==> src/rtl/ch_rd_burst_gen.sv <==
// Per-channel AXI4 read-address generator: splits a channel region into AR bursts that never cross 4 KB.
// Latency: arvalid one cycle after start; done one cycle after the final RLAST. Backpressure: AR held stable on !arready; in-flight bursts capped at MAX_OUTSTANDING.
// Optional statistics counters are built only when CH_RD_STATS_EN is defined.
module ch_rd_burst_gen #(
    parameter int ADDR_W          = 64,
    parameter int LEN_W           = 32,
    parameter int BYTES_PER_BEAT  = 64,
    parameter int BURST_BEATS     = 64,
    parameter int MAX_OUTSTANDING = 8
) (
    input  logic              aclk,
    input  logic              areset_n,
    input  logic              i_start,
    input  logic [ADDR_W-1:0] i_ch_base,
    input  logic [LEN_W-1:0]  i_num_bytes,
    output logic              o_busy,
    output logic              o_done,
    output logic [ADDR_W-1:0] m_axi_araddr,
    output logic [7:0]        m_axi_arlen,
    output logic              m_axi_arvalid,
    input  logic              m_axi_arready,
    input  logic              i_rlast_hs,
    output logic [31:0]       o_stat_bursts,
    output logic [31:0]       o_stat_stalls
);

    localparam int BSHIFT     = $clog2(BYTES_PER_BEAT);
    localparam int PAGE_BEATS = 4096 / BYTES_PER_BEAT;
    localparam int CW         = LEN_W + 1;
    localparam int OW         = $clog2(MAX_OUTSTANDING + 1);

    typedef enum logic [1:0] {
        IDLE  = 2'd0,
        ISSUE = 2'd1,
        DRAIN = 2'd2
    } state_t;

    state_t            state, state_nxt;
    logic [LEN_W-1:0]  beats_left, beats_left_nxt;
    logic [OW-1:0]     outstanding, outstanding_nxt;
    logic [ADDR_W-1:0] araddr_nxt;
    logic [7:0]        arlen_nxt;
    logic              arvalid_nxt;
    logic              busy_nxt;
    logic              done_nxt;

    // Burst size limited by remaining beats, max burst length and distance to the next 4 KB page.
    function automatic logic [8:0] calc_n(input logic [ADDR_W-1:0] a, input logic [LEN_W-1:0] left);
        logic [CW-1:0] m;
        logic [CW-1:0] pg;
        pg = CW'(PAGE_BEATS) - CW'(a[11:BSHIFT]);
        m  = CW'(BURST_BEATS);
        if (pg < m) begin
            m = pg;
        end
        if (CW'(left) < m) begin
            m = CW'(left);
        end
        return m[8:0];
    endfunction

    logic              hs;
    logic              rlast_dec;
    logic [CW-1:0]     bytes_rnd;
    logic [LEN_W-1:0]  start_beats;
    logic [ADDR_W-1:0] start_addr;
    logic [8:0]        start_n;
    logic [8:0]        cur_n;
    logic [ADDR_W-1:0] hs_addr;
    logic [LEN_W-1:0]  hs_left;
    logic [8:0]        hs_n;

    assign hs          = m_axi_arvalid & m_axi_arready;
    assign rlast_dec   = i_rlast_hs && (outstanding != '0);
    assign bytes_rnd   = {1'b0, i_num_bytes} + CW'(BYTES_PER_BEAT - 1);
    assign start_beats = LEN_W'(bytes_rnd >> BSHIFT);
    assign start_addr  = i_ch_base & ~ADDR_W'(BYTES_PER_BEAT - 1);
    assign start_n     = calc_n(start_addr, start_beats);

    // Next burst is derived from the one currently on the bus so a handshake can chain straight into it.
    assign cur_n   = {1'b0, m_axi_arlen} + 9'd1;
    assign hs_addr = m_axi_araddr + (ADDR_W'(cur_n) << BSHIFT);
    assign hs_left = beats_left - LEN_W'(cur_n);
    assign hs_n    = calc_n(hs_addr, hs_left);

    always_comb begin
        outstanding_nxt = outstanding;
        if (hs && !rlast_dec) begin
            outstanding_nxt = outstanding + 1'b1;
        end else if (!hs && rlast_dec) begin
            outstanding_nxt = outstanding - 1'b1;
        end
    end

    always_comb begin
        state_nxt      = state;
        araddr_nxt     = m_axi_araddr;
        arlen_nxt      = m_axi_arlen;
        arvalid_nxt    = m_axi_arvalid;
        beats_left_nxt = beats_left;
        busy_nxt       = o_busy;
        done_nxt       = 1'b0;
        case (state)
            IDLE: begin
                if (i_start) begin
                    if (start_beats == '0) begin
                        done_nxt = 1'b1;
                        busy_nxt = 1'b0;
                    end else begin
                        araddr_nxt     = start_addr;
                        arlen_nxt      = 8'(start_n - 9'd1);
                        beats_left_nxt = start_beats;
                        arvalid_nxt    = 1'b1;
                        busy_nxt       = 1'b1;
                        state_nxt      = ISSUE;
                    end
                end
            end
            ISSUE: begin
                if (hs) begin
                    araddr_nxt     = hs_addr;
                    beats_left_nxt = hs_left;
                    if (hs_left == '0) begin
                        arvalid_nxt = 1'b0;
                        state_nxt   = DRAIN;
                    end else begin
                        arlen_nxt   = 8'(hs_n - 9'd1);
                        arvalid_nxt = (outstanding_nxt < OW'(MAX_OUTSTANDING));
                    end
                end else if (!m_axi_arvalid) begin
                    arvalid_nxt = (outstanding_nxt < OW'(MAX_OUTSTANDING));
                end
            end
            DRAIN: begin
                if (outstanding_nxt == '0) begin
                    done_nxt  = 1'b1;
                    busy_nxt  = 1'b0;
                    state_nxt = IDLE;
                end
            end
            default: begin
                state_nxt   = IDLE;
                arvalid_nxt = 1'b0;
                busy_nxt    = 1'b0;
            end
        endcase
    end

    always_ff @(posedge aclk or negedge areset_n) begin
        if (!areset_n) begin
            state         <= IDLE;
            m_axi_araddr  <= '0;
            m_axi_arlen   <= '0;
            m_axi_arvalid <= 1'b0;
            beats_left    <= '0;
            outstanding   <= '0;
            o_busy        <= 1'b0;
            o_done        <= 1'b0;
        end else begin
            state         <= state_nxt;
            m_axi_araddr  <= araddr_nxt;
            m_axi_arlen   <= arlen_nxt;
            m_axi_arvalid <= arvalid_nxt;
            beats_left    <= beats_left_nxt;
            outstanding   <= outstanding_nxt;
            o_busy        <= busy_nxt;
            o_done        <= done_nxt;
        end
    end

`ifdef CH_RD_STATS_EN
    logic [31:0] stat_bursts;
    logic [31:0] stat_stalls;

    always_ff @(posedge aclk or negedge areset_n) begin
        if (!areset_n) begin
            stat_bursts <= '0;
            stat_stalls <= '0;
        end else if (state == IDLE && i_start) begin
            stat_bursts <= '0;
            stat_stalls <= '0;
        end else begin
            if (hs && stat_bursts != '1) begin
                stat_bursts <= stat_bursts + 32'd1;
            end
            if (m_axi_arvalid && !m_axi_arready && stat_stalls != '1) begin
                stat_stalls <= stat_stalls + 32'd1;
            end
        end
    end

    assign o_stat_bursts = stat_bursts;
    assign o_stat_stalls = stat_stalls;
`else
    assign o_stat_bursts = '0;
    assign o_stat_stalls = '0;
`endif

endmodule

==> config.mk <==
export PLATFORM = sky130hd
export DESIGN_NAME = ch_rd_burst_gen
export DESIGN_NICKNAME = d
export VERILOG_FILES = /design/src/rtl/ch_rd_burst_gen.sv
export SDC_FILE = /design/constraint.sdc
export NUM_CORES = 1
export LEC_CHECK = 0
export ABC_AREA = 1
export CAP_MARGIN = 15
export CORE_ASPECT_RATIO = 0.6
export CORE_MARGIN = 2
export CORE_UTILIZATION = 50
export CTS_CLUSTER_DIAMETER = 100
export DETAILED_ROUTE_END_ITERATION = 12
export MAX_ROUTING_LAYER = met4
export PLACE_DENSITY = 0.9
export SYNTH_ARGS = -nofsm -noshare
export SYNTH_HDL_FRONTEND = slang
export SYNTH_SLANG_ARGS = --single-unit
==> constraint.sdc <==
create_clock -name aclk -period 5.5 [get_ports aclk]
set_input_delay 1.65 -clock aclk [delete_from_list [all_inputs] [get_ports aclk]]
set_output_delay 1.65 -clock aclk [all_outputs]
set_load 0.1 [all_outputs]
=== Word level (Yosys, flattened, before mapping) ===
Cells that the tools add are included.

* Bits in registers: 113
* Input port bits: 101
* Output and inout port bits: 139
* Logic and storage cells: 89

* Add/subtract/negate cells: 10
* Order comparisons: 5
* Equality and inequality tests: 8
* Multiplexer cells: 39
* Bitwise operators: 3
* Reduce and logical (&&, ||, !) cells: 16

{| class="wikitable"
|+ Operators by type and width
! operator !! number
|-
| 2-to-1 mux 64 bit || 3
|-
| case mux 64 bit (2 select lines) || 1
|-
| 2-to-1 mux 32 bit || 3
|-
| < comparator 33 x 7 -> 1 bit, second input constant || 2
|-
| 2-to-1 mux 33 bit || 2
|-
| adder 64 x 15 -> 64 bit || 1
|-
| zero test 32 bit || 2
|-
| case mux 32 bit (2 select lines) || 1
|-
| 2-to-1 mux 8 bit || 6
|-
| adder 32 x 6 -> 33 bit, second input constant || 1
|-
| < comparator 27 x 33 -> 1 bit || 1
|-
| < comparator 32 x 33 -> 1 bit || 1
|-
| subtractor 32 x 9 -> 32 bit || 1
|-
| case mux 8 bit (2 select lines) || 1
|-
| subtractor 7 x 6 -> 8 bit, first input constant || 2
|-
| subtractor 8 x 1 -> 8 bit, second input constant || 2
|-
| != test 2 bit, second input constant || 6
|-
| 2-to-1 mux 1 bit || 11
|-
| 2-to-1 mux 2 bit || 5
|-
| AND reduction 5 bit || 2
|-
| adder 8 x 1 -> 9 bit, second input constant || 1
|-
| 2-to-1 mux 4 bit || 2
|-
| case mux 1 bit (3 select lines) || 2
|-
| case mux 2 bit (3 select lines) || 1
|-
| 16 further kinds || 21
|}

=== Depth between registers and ports, before layout ===
Gate-level depths: netlist (run 1).

* Depth in word-level cells: 11
* Gate-level depth with buffers: 33
* Mapped depth without buffers: 33

=== Worst setup path after synthesis (run 1) ===
No wires, ideal clock.

* Path kind: register to register
* Start: reg m_axi_arlen[1]
* End: reg m_axi_arlen[6]
* Library setup time: 0.120 ns
* Arrival time: 4.524 ns
* Data required time: 5.380 ns
* Slack: 0.856 ns
* Cell stages (with the launch flop): 32
* Path buffers: 0
* Clock period less this slack: 4.644 ns
* Cell sequence: dfrtp_1 -> ha_1 -> nand3_1 -> xor2_1 -> inv_1 -> ha_1 -> a21oi_1 -> nand3_1 -> nand2_1 -> nand2_1 -> nand2_2 -> nand3_1 -> ha_1 -> nand2_1 -> or2_2 -> nand2_1 -> nand4_1 -> nand2_1 -> nor2_1 -> nand2_1 -> nor2_4 -> nand2_1 -> nand2_1 -> nand3_1 -> nand2_2 -> ha_1 -> nand3_1 -> inv_2 -> nand3_1 -> nand2_1 -> nand3_1 -> nand2_1

* Cells in the longest elaborated chain, start to end: 11
* Elaborated cells between the ends (all ways): 15
* Those cells by class: add/sub (5); order compare (2); eq/ne (1); mux (5); reduce/logical (2)

{| class="wikitable"
|+ Ends and longest elaborated chain
! item !! line !! source
|-
| start: declaration || 19 || <nowiki>output logic [7:0] m_axi_arlen,</nowiki>
|-
| start signal: assignment || 162 || <nowiki>m_axi_arlen <= arlen_nxt;</nowiki>
|-
| adder 8 x 1 -> 9 bit * || 81 || <nowiki>assign cur_n = {1'b0, m_axi_arlen} + 9'd1;</nowiki>
|-
| adder 64 x 15 -> 64 bit || 82 || <nowiki>assign hs_addr = m_axi_araddr + (ADDR_W'(cur_n) << BSHIFT);</nowiki>
|-
| subtractor 7 x 6 -> 8 bit || 51 || <nowiki>pg = CW'(PAGE_BEATS) - CW'(a[11:BSHIFT]);</nowiki>
|-
| < comparator 33 x 7 -> 1 bit || 53 || <nowiki>if (pg < m) begin</nowiki>
|-
| 2-to-1 mux 33 bit || 53 ||
|-
| < comparator 32 x 33 -> 1 bit || 56 || <nowiki>if (CW'(left) < m) begin</nowiki>
|-
| 2-to-1 mux 8 bit || 56 ||
|-
| subtractor 8 x 1 -> 8 bit || 127 || <nowiki>arlen_nxt = 8'(hs_n - 9'd1);</nowiki>
|-
| 2-to-1 mux 8 bit || 123 || <nowiki>if (hs_left == '0) begin</nowiki>
|-
| 2-to-1 mux 8 bit || 120 || <nowiki>if (hs) begin</nowiki>
|-
| case mux 8 bit (2 select lines) || 103 || <nowiki>case (state)</nowiki>
|}

Every way passes the cells marked *; elsewhere a longest branch is shown, timed or not. The select of a mux whose other input is x is not followed.
A chain may end at the register's enable or synchronous reset.

=== Final worst setup path (run 1) ===
* Start: in i_num_bytes[7]
* End: reg m_axi_arlen[4]

* Cells in the longest elaborated chain, start to end: 7
* Elaborated cells between the ends (all ways): 10
* Those cells by class: add/sub (2); order compare (1); eq/ne (1); mux (4); reduce/logical (2)

{| class="wikitable"
|+ Ends and longest elaborated chain
! item !! line !! source
|-
| start: declaration || 15 || <nowiki>input logic [LEN_W-1:0] i_num_bytes,</nowiki>
|-
| adder 32 x 6 -> 33 bit * || 75 || <nowiki>assign bytes_rnd = {1'b0, i_num_bytes} + CW'(BYTES_PER_BEAT - 1);</nowiki>
|-
| < comparator 27 x 33 -> 1 bit || 56 ||
|-
| 2-to-1 mux 8 bit || 56 ||
|-
| subtractor 8 x 1 -> 8 bit || 111 || <nowiki>arlen_nxt = 8'(start_n - 9'd1);</nowiki>
|-
| 2-to-1 mux 8 bit || 106 || <nowiki>if (start_beats == '0) begin</nowiki>
|-
| 2-to-1 mux 8 bit || 105 || <nowiki>if (i_start) begin</nowiki>
|-
| case mux 8 bit (2 select lines) || 103 ||
|}

Marked as above.

==> results of run 1 <==
## stage by stage
step / hold WS, ps / cell area [µm²] / instances
after floorplan: 455 / 11700 / 1898
after global placement: 474 / 13200 / 2292
after detailed placement: 483 / 13200 / 2292
after CTS: 503 / 13500 / 2308
after global routing: 518 / 13500 / 2309
final: 508 / 13500 / 2309
## registers in the layout (all words and copies together), names as in the netlist
name           flops
beats_left        32
m_axi_araddr      58
m_axi_arlen        8
m_axi_arvalid      1
o_busy             1
o_done             1
outstanding        4
state              2
## worst max path at each step
stage,start,endpoint
after floorplan,m_axi_arlen[1],m_axi_arlen[6]
after global placement,i_num_bytes[6],m_axi_arlen[4]
after detailed placement,i_num_bytes[7],m_axi_arlen[6]
after CTS,i_num_bytes[7],m_axi_arlen[4]
after global routing,i_num_bytes[7],m_axi_arlen[6]
final,i_num_bytes[7],m_axi_arlen[4]
## cells in the final DEF, fill, tap and decap left out, types with 8 or more instances in the layout
master,n
a21oi_1,31
buf_4,34
clkbuf_16,9
clkdlybuf4s50_1,162
conb_1,70
dfrtp_1,107
ha_1,36
inv_1,231
inv_2,20
nand2_1,475
nand2_2,20
nand3_1,118
nand3b_1,8
nand4_1,49
nor2_1,232
nor2_2,8
nor2_4,10
nor3_1,43
nor4_1,19
o211ai_1,13
o21ai_0,85
o21ai_1,45
o22ai_1,29
xor2_1,68
## per-layer routing
metal	vias up	GRT usage	share of wire
met5	-	-	0
met4	0	0.0420	0.0072
met3	34	0.114	0.15
met2	765	0.438	0.39
met1	5988	0.507	0.46
li1	6129	-	-
## cell type report
| type | count | area [µm²] |
|---|---|---|
| Fill cell | 2125 | 8710 |
| Multi-Input combinational cell | 1425 | 7270 |
| Tap cell | 308 | 385 |
| Clock buffer | 10 | 239 |
| Antenna cell | 1 | 2.50 |
| Sequential cell | 107 | 2680 |
| Timing Repair Buffer | 199 | 1940 |
| Inverter | 253 | 951 |
| Clock inverter | 6 | 50.0 |
## critical path, stage by stage
cell,delay (ps)
clkdlybuf4s50_1,490
nand2_1,90
nor3_2,150
nand2_1,160
inv_1,110
nor2_1,40
or2_2,300
inv_1,100
ha_1,240
nand2_1,60
inv_1,50
nand3_1,80
o21ai_0,100
a21oi_2,210
nand2_1,80
nor2_1,100
nand3_1,140
nor2_4,270
nand3_4,110
nand2_1,80
nand3_1,70
nand2_1,120
ha_1,170
nand3_1,150
o21ai_0,220
a31oi_1,110
## what timing repair did
action | in CTS | in global routing
setup endpoints to repair | 0 | 2
resized for setup | 0 | 5
setup buffers | 0 | 0
## kinds of logic after synthesis
group,after synthesis,synth area share
fa+ha+maj,38,0.0430
compound gates,234,0.117
mux,1,0.000878
buf+inv,366,0.153
xor+xnor,74,0.0575
other cells,1,0.000329
simple gates,1008,0.394
flops,107,0.235
==> metrics, run 1 <==
vias in the first global route 11400; MaxCap Viol Count 0; Commonest cells post-synth 475 x nand2_1, 233 x nor2_1, 232 x inv_1; flops & latches, synth 107; critical path class in2reg; final hold vios 0; Vias 12900; CTS sink count 107; worst hold path depth 2; height of the die 121 µm; Final GP Congestion 1.06; Clock Tree Root clkbuf_16; Hold Path Sink beats_left[8]; largest net degree at the start of global routing 81; CP startpoint kind input pin; Hold Path Class reg2reg; top cells by area, synth dfrtp_1 23%, nand2_1 16%, nor2_1 7.7%, inv_1 7.6%, xor2_1 5.4%; Crit Path Max Fanout 7; Cells after Synth 1829; clock transition at the registers of the reported paths 80 ps; # hold bufs at CTS 0; Synth area leader dfrtp_1; Cell Area, Synth 0.0114 mm²; final setup margin 261 ps; worst rel slew slack 0.321; count leader, synth nand2_1; Register-to-Register Path Depth 28; PortBufs 163; initial DRC count 1530; antenna viol nets, final 0; layout cells sized above 1 0.0710; starting density of the core 0.513; H-tree Lvls 3; Worst Min Path Start beats_left[8]; CTS tree yes; Num CTS Buffers 9; DR vias/cell 5.59; ys async rst share 1.00; Ports 240; outcome complete, no violations; fin. max-slew vios 0; row count 42; die area 0.0241 mm²; Routed WL per cell 17.1 µm; R2R Setup Slk 360 ps; Critical Path AT 5450 ps; Synth top area share 0.235; Pre-antenna DRT Iters 7; worst skew pair latency 370 ps; capturing point of the worst reg2reg path m_axi_arlen[4]; first-pass GRT wire length 61100 µm; final critical-path required period 5240 ps; Final Setup Violations 0; Final nets 2134; DP HPWL 31800 µm; nature of the critical path endpoint register; All-Layer GR Usage 0.337; Main synth FF type dfrtp_1; RSZ-0062 raised after global routing false; part of the Yosys area used for sequential elements 0.235; period utilization 0.952; Req. time, crit path 5710 ps; Slew @ Worst Pin 1020 ps; Worst Skew 11.6 ps; FF-to-FF Start m_axi_arlen[2]; Ys Warns 0; Remaining Overflow, GRT 0; WL final 39600 µm; DRC viols 0; setup_tns 0 ps; die width 199 µm; Post-synth EDFFs 0; area grow syn2layout 18.6%; fin util 0.608; maximum clock path buffer count 2; initial antenna violation count 1; fmax 191 MHz; pre-CTS setup slack -104 ps; core area 0.0222 mm²; Unique masters post-synth 57; Avg Cell Area, Syn 6.23 µm²
Power of run 1 is not shown: default switching activity piles up to over one toggle a cycle in this logic, so the estimate is an artifact.
==> run 2, diff against run 1 <==
--- a/config.mk
+++ b/config.mk
@@ -9,11 +9,12 @@
 export CAP_MARGIN = 15
 export CORE_ASPECT_RATIO = 0.6
 export CORE_MARGIN = 2
-export CORE_UTILIZATION = 50
+export CORE_UTILIZATION = 53
 export CTS_CLUSTER_DIAMETER = 100
 export DETAILED_ROUTE_END_ITERATION = 12
+export GPL_TIMING_DRIVEN = 1
 export MAX_ROUTING_LAYER = met4
-export PLACE_DENSITY = 0.9
+export PLACE_DENSITY = 0.94
 export SYNTH_ARGS = -nofsm -noshare
 export SYNTH_HDL_FRONTEND = slang
 export SYNTH_SLANG_ARGS = --single-unit
==> run 2 against run 1 <==
Against the previous run: sequential cell count unchanged; critical path depth up 2; global-route usage up 3.0 points; clock skew down 3.6 ps; highest routed layer unchanged.
==> metrics, run 2 (synthesis gave the netlist of run 1 again) <==
outcome complete, no violations; vias in the first global route 11600; # hold bufs at CTS 0; PortBufs 163; height of the die 118 µm; H-tree Lvls 3; DP HPWL 33500 µm; Worst Skew 8.05 ps; met2 usage 0.456; initial antenna violation count 1; Num CTS Buffers 9; die area 0.0227 mm²; Crit Path Max Fanout 5; final critical-path required period 5270 ps; core area 0.0210 mm²; DR vias/cell 5.67; MaxCap Viol Count 0; die width 193 µm; Remaining Overflow, GRT 0; row count 41; Slew @ Worst Pin 1020 ps; maximum clock path buffer count 2; Ports 240; critical path class in2reg; CTS sink count 107; Routed WL per cell 18.2 µm; Final Setup Violations 0; biggest regs m_axi_araddr x58, beats_left x32, m_axi_arlen x8; met3 global-route usage 0.155; All-Layer GR Usage 0.367; Req. time, crit path 5810 ps; RSZ-0062 raised after global routing false; antenna viol nets, final 0; worst skew pair latency 380 ps; Pre-antenna DRT Iters 6; starting density of the core 0.542; fmax 190 MHz; area grow syn2layout 18.3%; Top reg by flops m_axi_araddr; pre-CTS setup slack -228 ps; Hold Path Class reg2reg; Final GP Congestion 1.00; Sequential Area 0.00268 mm²; Critical Path AT 5590 ps; max reg flops 58; largest net degree at the start of global routing 75; final hold vios 0; WL final 41500 µm; footprint of the multi-input gates 0.00728 mm²; worst rel slew slack 0.315; grt met1 use 0.549; initial DRC count 1630; Fill cells 1957; Vias 12900; first-pass GRT wire length 63900 µm; layout cells sized above 1 0.0721; final setup margin 229 ps; nature of the critical path endpoint register; period utilization 0.958; CTS tree yes; fin. max-slew vios 0; Clock Tree Root clkbuf_16; DRC viols 0; busiest grt layer met1; most common cell after layout, fill and taps aside nand2_1; most frequent cells in the layout 472 x nand2_1, 231 x inv_1, 231 x nor2_1; CP startpoint kind input pin; clock transition at the registers of the reported paths 80 ps; Final nets 2132; WHS 503 ps
[run 2: cell types whose count changed in the layout (fill, tap and decap cells not counted), moves of 2 or more]
cell,change
clkinv_4,-3
nand3_2,+2
clkdlybuf4s50_1,-2
nand3_1,-2
nand2_1,-3
dlymetal6s2s_1,+2
nand2_2,+3
[run 2: timing repair]
action,CTS,global route
gates resized for setup,0,13
endpoints found under the setup margin,0,6
buffers inserted,0,3
[run 2: through the flow]
stage | setup TNS, ps | instance area [µm²] | cells | util
4_1_cts | 0 | 13400 | 2274 | 0.638
5_1_grt | 0 | 13500 | 2278 | 0.641
3_3_place_gp | 0 | 13100 | 2258 | 0.623
2_1_floorplan | 0 | 11700 | 1898 | -
3_5_place_dp | -789 | 13100 | 2258 | 0.623
6_report | 0 | 13500 | 2278 | 0.641
[run 2: worst paths after layout]
kind,slack (ps),cells after the start,startpoint,to
max in group asynchronous,3230,2,areset_n,beats_left[23]
worst min-delay path,500,2,beats_left[8],beats_left[8]
worst min register to register,500,2,beats_left[8],beats_left[8]
worst max-delay path,230,28,i_num_bytes[6],m_axi_arlen[6]
worst max register to register,320,31,m_axi_arlen[0],m_axi_arlen[6]
min in group asynchronous,1260,1,areset_n,outstanding[1]
[run 2: layout make-up]
cell class / instances / share of cell area
multi-input combinational: 1425 / 0.540
sequential: 107 / 0.199
timing repair buffer: 197 / 0.142
inverter: 253 / 0.0705
tap: 279 / 0.0259
clock buffer: 11 / 0.0180
clock inverter: 5 / 0.00455
antenna: 1 / 0.000186
[run 2: routing by layer]
layer,wire (µm),up-vias,share of wire
li1,-,6109,-
met1,19200,5949,0.46
met2,15500,823,0.37
met3,6470,31,0.16
met4,292,0,0.0070
met5,0,-,0
[run 2: critical path, stage by stage]
cell and delay, ps:
clkdlybuf4s50_1 490, inv_1 80, nor3_2 210, nand2_2 130, nor2_4 160, xor2_2 160
inv_1 90, ha_1 310, nand2_1 70, inv_1 60, nand3_1 80, o21ai_0 100
a21oi_2 280, nand2_1 110, nor2_2 140, nand3_2 110, nor2_4 230, nand3_4 100
nand2_1 80, nand3_1 80, nand2_2 130, ha_2 200, nand3_2 120, inv_2 90
nand3_1 70, nand2_1 60, nand3_1 70, nand2_1 90
Power of run 2 is left out for the same reason.
